File: config.mk
export PLATFORM = sky130hd
export DESIGN_NAME = mode_sel_scheduler
export DESIGN_NICKNAME = d
export VERILOG_FILES = /design/src/rtl/mode_sel_pkg.sv /design/src/rtl/mode_sel_scheduler_arbiter.sv /design/src/rtl/mode_sel_scheduler.sv
export SDC_FILE = /design/constraint.sdc
export NUM_CORES = 1
export LEC_CHECK = 0
export CAP_MARGIN = 20
export CORE_MARGIN = 4
export CORE_UTILIZATION = 38
export DETAILED_ROUTE_END_ITERATION = 10
export GPL_TIMING_DRIVEN = 0
export PLACE_DENSITY = 0.77
export SYNTH_ARGS = -nofsm -noshare
export SYNTH_HDL_FRONTEND = slang
export SYNTH_SLANG_ARGS = --single-unit
export TNS_END_PERCENT = 5
File: constraint.sdc
create_clock -name clk -period 3.45 [get_ports clk]
set_input_delay 0.5175 -clock clk [delete_from_list [all_inputs] [get_ports clk]]
set_output_delay 0.5175 -clock clk [all_outputs]
set_load 0.02 [all_outputs]
File: src/rtl/mode_sel_pkg.sv
`default_nettype none
// ============================================================================
// Module   : mode_sel_pkg
// Brief    : Shared types and constants for the mode-select PIO scheduler.
// Revision : 1.0 - initial release
// ============================================================================
package mode_sel_pkg;

    // Data register offset inside the PIO slave
    localparam logic [1:0] PIO_DATA_ADDR = 2'd0;

    // Default mode width; matches the PIO data width
    localparam int MODE_W_DEFAULT = 3;

    // Scheduler states
    typedef enum logic [2:0] {
        ST_INIT   = 3'd0,
        ST_IDLE   = 3'd1,
        ST_WRITE  = 3'd2,
        ST_VERIFY = 3'd3,
        ST_HOLD   = 3'd4
    } state_t;

    // Width of the dwell counter; never below one bit so HOLD_CYCLES=0 still elaborates
    function automatic int hold_cnt_width(input int hold_cycles);
        int w;
        w = $clog2(hold_cycles + 1);
        return (w < 1) ? 1 : w;
    endfunction

endpackage
`default_nettype wire

File: src/rtl/mode_sel_scheduler_arbiter.sv
`default_nettype none
// ============================================================================
// Module   : rr_arbiter
// Brief    : Combinational round-robin pick: first set request at or after
//            ptr, wrapping. The pointer register lives in the parent.
// Revision : 1.0 - initial release
// ============================================================================
module rr_arbiter #(
    parameter int N = 4
) (
    input  logic [N-1:0]          req,
    input  logic [$clog2(N)-1:0]  ptr,
    input  logic                  en,
    output logic [N-1:0]          gnt,
    output logic [$clog2(N)-1:0]  idx
);

    localparam int c_idx_w = $clog2(N);

    logic               w_found;
    logic [c_idx_w-1:0] w_pos;

    // Walk the requesters starting at ptr and take the first one asserted
    always_comb begin
        gnt     = '0;
        idx     = '0;
        w_found = 1'b0;
        w_pos   = '0;
        for (int k = 0; k < N; k++) begin
            w_pos = c_idx_w'((int'(ptr) + k) % N);
            if (en && !w_found && req[w_pos]) begin
                w_found    = 1'b1;
                gnt[w_pos] = 1'b1;
                idx        = w_pos;
            end
        end
    end

endmodule
`default_nettype wire

File: src/rtl/mode_sel_scheduler.sv
`default_nettype none
// ============================================================================
// Module   : mode_sel_scheduler
// Brief    : Sole Avalon-MM master of the mode-select PIO. Arbitrates mode
//            change requests round-robin, writes the mode, reads it back,
//            flags mismatches and enforces a dwell between changes.
// Revision : 1.0 - initial release
// ============================================================================
module mode_sel_scheduler
    import mode_sel_pkg::*;
#(
    parameter int NUM_REQ      = 4,
    parameter int MODE_W       = MODE_W_DEFAULT,
    parameter int HOLD_CYCLES  = 16,
    parameter int DEFAULT_MODE = 0
) (
    input  logic                      clk,
    input  logic                      reset_n,
    input  logic [NUM_REQ-1:0]        req,
    input  logic [NUM_REQ*MODE_W-1:0] req_mode,
    output logic [NUM_REQ-1:0]        grant,
    output logic                      busy,
    output logic [MODE_W-1:0]         cur_mode,
    output logic                      mismatch_err,
    output logic [1:0]                avm_address,
    output logic                      avm_chipselect,
    output logic                      avm_write_n,
    output logic [31:0]               avm_writedata,
    input  logic [31:0]               avm_readdata
);

    localparam int                  c_idx_w        = $clog2(NUM_REQ);
    localparam int                  c_hold_w       = hold_cnt_width(HOLD_CYCLES);
    localparam int                  c_bus_w        = 32;
    localparam logic [MODE_W-1:0]   c_default_mode = MODE_W'(DEFAULT_MODE);
    localparam logic [c_hold_w-1:0] c_hold_last    =
        c_hold_w'((HOLD_CYCLES > 0) ? HOLD_CYCLES - 1 : 0);

    state_t              r_state;
    logic [NUM_REQ-1:0]  r_grant;
    logic                r_busy;
    logic [MODE_W-1:0]   r_cur_mode;
    logic                r_mismatch_err;
    logic [1:0]          r_address;
    logic                r_chipselect;
    logic                r_write_n;
    logic [c_bus_w-1:0]  r_writedata;
    logic [c_idx_w-1:0]  r_rr_ptr;
    logic [MODE_W-1:0]   r_mode_latch;
    logic [c_hold_w-1:0] r_hold_cnt;
    logic                r_init_pass;

    logic                w_arb_en;
    logic [NUM_REQ-1:0]  w_arb_gnt;
    logic [c_idx_w-1:0]  w_arb_idx;
    logic                w_arb_valid;
    logic [MODE_W-1:0]   w_sel_mode;
    logic [c_idx_w-1:0]  w_rr_next;
    logic [MODE_W-1:0]   w_readback;

    // Arbitrate only in IDLE and not while a grant is still pulsing, so a
    // requester that has not yet dropped req cannot be served twice.
    assign w_arb_en    = (r_state == ST_IDLE) && (r_grant == '0);
    assign w_arb_valid = |w_arb_gnt;
    assign w_sel_mode  = req_mode[w_arb_idx*MODE_W +: MODE_W];
    assign w_rr_next   = (w_arb_idx == c_idx_w'(NUM_REQ - 1)) ? '0 : w_arb_idx + 1'b1;
    assign w_readback  = avm_readdata[MODE_W-1:0];

    generate
        if (MODE_W < c_bus_w) begin : g_rd_hi
            logic w_unused_readdata_hi;
            assign w_unused_readdata_hi = |avm_readdata[c_bus_w-1:MODE_W];
        end
    endgenerate

    rr_arbiter #(
        .N (NUM_REQ)
    ) u_arb (
        .req (req),
        .ptr (r_rr_ptr),
        .en  (w_arb_en),
        .gnt (w_arb_gnt),
        .idx (w_arb_idx)
    );

    // Scheduler FSM; bus outputs are loaded with the values of the state being
    // entered so that each state's bus cycle lines up with the state itself.
    always_ff @(posedge clk) begin
        if (!reset_n) begin
            r_state        <= ST_INIT;
            r_grant        <= '0;
            r_busy         <= 1'b1;
            r_cur_mode     <= c_default_mode;
            r_mismatch_err <= 1'b0;
            r_address      <= PIO_DATA_ADDR;
            r_chipselect   <= 1'b0;
            r_write_n      <= 1'b1;
            r_writedata    <= '0;
            r_rr_ptr       <= '0;
            r_mode_latch   <= c_default_mode;
            r_hold_cnt     <= '0;
            r_init_pass    <= 1'b1;
        end else begin
            r_grant   <= '0;
            r_address <= PIO_DATA_ADDR;
            case (r_state)
                ST_INIT: begin
                    // The reset cycle leaves the bus idle; launch the default
                    // write on the first clock after release, then read it back.
                    if (!r_chipselect) begin
                        r_chipselect <= 1'b1;
                        r_write_n    <= 1'b0;
                        r_writedata  <= c_bus_w'(c_default_mode);
                        r_mode_latch <= c_default_mode;
                        r_init_pass  <= 1'b1;
                    end else begin
                        r_state   <= ST_VERIFY;
                        r_write_n <= 1'b1;
                    end
                end
                ST_IDLE: begin
                    if (w_arb_valid) begin
                        r_grant      <= w_arb_gnt;
                        r_rr_ptr     <= w_rr_next;
                        r_mode_latch <= w_sel_mode;
                        // A request for the mode already in force is acknowledged
                        // without touching the bus.
                        if (w_sel_mode != r_cur_mode) begin
                            r_state      <= ST_WRITE;
                            r_busy       <= 1'b1;
                            r_chipselect <= 1'b1;
                            r_write_n    <= 1'b0;
                            r_writedata  <= c_bus_w'(w_sel_mode);
                        end
                    end
                end
                ST_WRITE: begin
                    r_state   <= ST_VERIFY;
                    r_write_n <= 1'b1;
                end
                ST_VERIFY: begin
                    r_chipselect <= 1'b0;
                    r_write_n    <= 1'b1;
                    r_cur_mode   <= r_mode_latch;
                    r_init_pass  <= 1'b0;
                    if (w_readback != r_mode_latch) begin
                        r_mismatch_err <= 1'b1;
                    end
                    // The power-up write carries no dwell
                    if (r_init_pass || (HOLD_CYCLES == 0)) begin
                        r_state <= ST_IDLE;
                        r_busy  <= 1'b0;
                    end else begin
                        r_state    <= ST_HOLD;
                        r_hold_cnt <= '0;
                    end
                end
                ST_HOLD: begin
                    if (r_hold_cnt == c_hold_last) begin
                        r_state <= ST_IDLE;
                        r_busy  <= 1'b0;
                    end else begin
                        r_hold_cnt <= r_hold_cnt + 1'b1;
                    end
                end
                default: begin
                    r_state      <= ST_IDLE;
                    r_busy       <= 1'b0;
                    r_chipselect <= 1'b0;
                    r_write_n    <= 1'b1;
                end
            endcase
        end
    end

    assign grant          = r_grant;
    assign busy           = r_busy;
    assign cur_mode       = r_cur_mode;
    assign mismatch_err   = r_mismatch_err;
    assign avm_address    = r_address;
    assign avm_chipselect = r_chipselect;
    assign avm_write_n    = r_write_n;
    assign avm_writedata  = r_writedata;

endmodule
`default_nettype wire

==> flow_metrics.tcl, run 1 <==
set metrics [dict create \
    wl_per_cell_um 11.8 \
    gp_congestion 0.868 \
    endpoint_kind "flip-flop" \
    peakVddDrop_mv 0.278 \
    hpwl_mm 3.60 \
    vias_per_cell 4.70 \
    finalSetupTns_ps 0 \
    synth_top_cell_by_area "dfxtp_1" \
    insertion_delay_ps 280 \
    finalSetupViolations 0 \
    clock_sinks 28 \
    syn_area_per_cell_um2 8.71 \
    synth_common_cells "buf_4 (31), dfxtp_1 (28), nand2_1 (17), a21oi_1 (15), nor2_1 (15)" \
    htree_levels 1 \
    synth_top_area_share_pct 26.7 \
    area.growth.synth_to_final_pct 37.1 \
    postRouteAntennaNets 0 \
    ys.flop_type "dfxtp_1" \
    cap_violations 0 \
    status "finished, final reports clean" \
    start_kind "flip-flop" \
    worst_pin_slew_ps 680 \
    synth_edf_count 0 \
    slew-limit-headroom_pct 54.2 \
    yosysWarnings 0 \
    num_vias 1837 \
    cp.required_ps 3680 \
    insertedDiodeCount 0 \
    layout.nets 378 \
    clkTransAtPathRegs_ps 100 \
    start_util_pct 40.1 \
    clk_path_buf_depth 2 \
    die_w_um 82.3 \
    crit_type "flip-flop to flip-flop" \
    ys_async_sr_fraction_pct 0 \
    port_buffers 34 \
    synth_seq_cells 28 \
    rsz0062_at_grt "true" \
    p_leak_nw 1.24 \
    clock.fmax_mhz 297 \
    finClkSkew_ps 9.94 \
    drive_gt1_share_pct 23.4 \
    finalWirelength_mm 4.62 \
    antenna_found_initial 0 \
    layout_min_cycle_time_ps 3370 \
    p_total_mw 1.99 \
    pwr_density_cell_nw_per_um2 692 \
    rows 26 \
    grt_max_degree 17 \
    syn_inst 241 \
    firstDrtPassIters 4 \
    die_height_um 82.3 \
    n_fill_cell 486 \
    syn_area_um2 2100 \
    arrival_ps 3600 \
    synth.most_common_cell "buf_4" \
    clock-root-buffer "clkbuf_8" \
    core_area_um2 5240 \
    drtIter0Drc 129 \
    groute.usage.overall_pct 13.9 \
    synth.area.top_cells "dfxtp_1 (27%), buf_4 (11%), mux4_2 (6.4%)" \
    placed_area_um2 2640 \
    ys_seq_area_share_pct 26.7 \
    cts_tree "built" \
    timing.final.max_slew_violations 0 \
    synth.distinct_cells 52 \
    drc_errors 0 \
    final_area_um2 2880 \
    min_period_over_period_pct 97.6 \
    hold_ws_ps 481 \
    worstPathMaxFanout 7 \
    die_area_um2 6780 \
    hold_viol_final 0 \
    cts_made_buffers 3 \
    grt_pass1_vias 1667 \
    io_pins 95 \
    grt_pass1_wl_mm 7.43 \
    grt-ovfl-total 0 \
    min_path_type "flip-flop to flip-flop" \
]
power breakdown:
| part | switching, mW | total (mW) | leakage [nW] | internal [mW] |
|---|---|---|---|---|
| Clock | 0.104 | 0.259 | 0.0357 | 0.155 |
| Combinational | 0.646 | 1.27 | 0.971 | 0.620 |
| Sequential | 0.0651 | 0.467 | 0.229 | 0.402 |
worst paths after layout:
check | startpoint | end | slack, ps | cells past startpoint
worst max-delay path | r_rr_ptr[0]$_SDFFE_PN0P_ | r_state[0]$_SDFFE_PN0P_ | 80 | 14
worst min-delay path | mismatch_err$_SDFFE_PN0P_ | mismatch_err$_SDFFE_PN0P_ | 480 | 1
worst max register to register | r_rr_ptr[0]$_SDFFE_PN0P_ | r_state[0]$_SDFFE_PN0P_ | 80 | 14
worst min register to register | mismatch_err$_SDFFE_PN0P_ | mismatch_err$_SDFFE_PN0P_ | 480 | 1
layout by cell type, fill, tap and decap left out, types with 2 or more instances in the layout:
master,n
mux2i_1,9
a21oi_1,14
o21ai_0,6
nand2_1,17
and3_1,7
o21a_1,2
buf_6,3
a22oi_1,2
nand2b_1,4
nand3_1,2
o211ai_1,3
dlygate4sd2_1,2
mux2_2,2
nor2b_1,12
nor3_1,3
conb_1,31
nand3b_1,4
a221o_1,4
a31oi_1,2
a21boi_1,2
clkbuf_1,5
and2_1,6
buf_4,42
a21bo_1,3
clkinvlp_4,2
clkdlybuf4s50_1,32
inv_1,4
xnor2_1,5
xor2_1,2
ha_1,5
mux4_2,6
dfxtp_1,26
nor2_1,15
clkbuf_8,3
or4_1,2
o21ai_1,2
cells by family (layout without fill, tap and decap cells):
group | after synthesis | in the layout | synth area share (%)
AO/OA/AOI/OAI | 53 | 53 | 18.1
XOR/XNOR | 8 | 8 | 3.34
adder cells (fa/ha/maj) | 6 | 6 | 3.58
buffers and inverters | 45 | 95 | 14.1
flip-flops | 28 | 28 | 26.7
multiplexers | 18 | 18 | 12.3
other | 1 | 31 | 0.179
AND/OR/NAND/NOR | 82 | 82 | 21.7
routing by layer:
| metal | up-vias | track usage [%] | share of wire [%] |
|---|---|---|---|
| met5 | - | 0 | 0 |
| met4 | 0 | 3.65 | 1.0 |
| met3 | 6 | 3.04 | 5.9 |
| met2 | 61 | 23.9 | 48 |
| met1 | 809 | 17.4 | 45 |
| li1 | 961 | - | - |
worst max-delay path, stage by stage, from the launching register on:
cell and delay [ps]:
dfxtp_4 370, buf_8 120, clkinvlp_4 140, ha_4 330, mux4_2 350, nor4_4 250
o21ai_1 120, a22oi_2 160, buf_6 160, mux4_2 490, o21ai_1 130, o21ba_4 190
o31ai_4 210, buf_6 160, and3_1 130
through the flow:
step	utilization (%)	instances	setup slack, ps
after global routing	55.0	391	-95.3
final	55.0	391	81.7
after detailed placement	50.4	375	-434
after global placement	50.4	375	-379
after CTS	52.9	384	13.4
after floorplan	-	271	120
repair_timing:
| item | CTS | global route |
|---|---|---|
| hold buffers | 0 | 0 |
| setup endpoints to repair | 9 | 8 |
| resized for setup | 8 | 15 |
| buffers inserted | 5 | 7 |
| pin swaps | 1 | 5 |
registers in the layout (all words and copies together) (netlist names):
signal and count:
r_init_pass 1, r_rr_ptr 2, grant 4, cur_mode 3, r_hold_cnt 5, r_mode_latch 3
avm_writedata 3, avm_write_n 1, mismatch_err 1, busy 1, r_state 3, avm_chipselect 1
layout make-up:
class	instances	area (um^2)	area share (%)
flip-flops and latches	28	566	19.6
repair buffers	46	432	15.0
well taps	70	87.6	3.04
multi-input cells	198	1400	48.8
plain buffers	39	289	10.0
clock buffers	3	41.3	1.43
clock inverters	1	30.0	1.04
inverters	6	30.0	1.04
Note: power is estimated with default switching activity, not from simulation.
==> run 2: changes to the inputs <==
- CAP_MARGIN: 20 -> unset
==> results of run 2 <==
Final layout, timing and power as in run 1 (identical DEF).
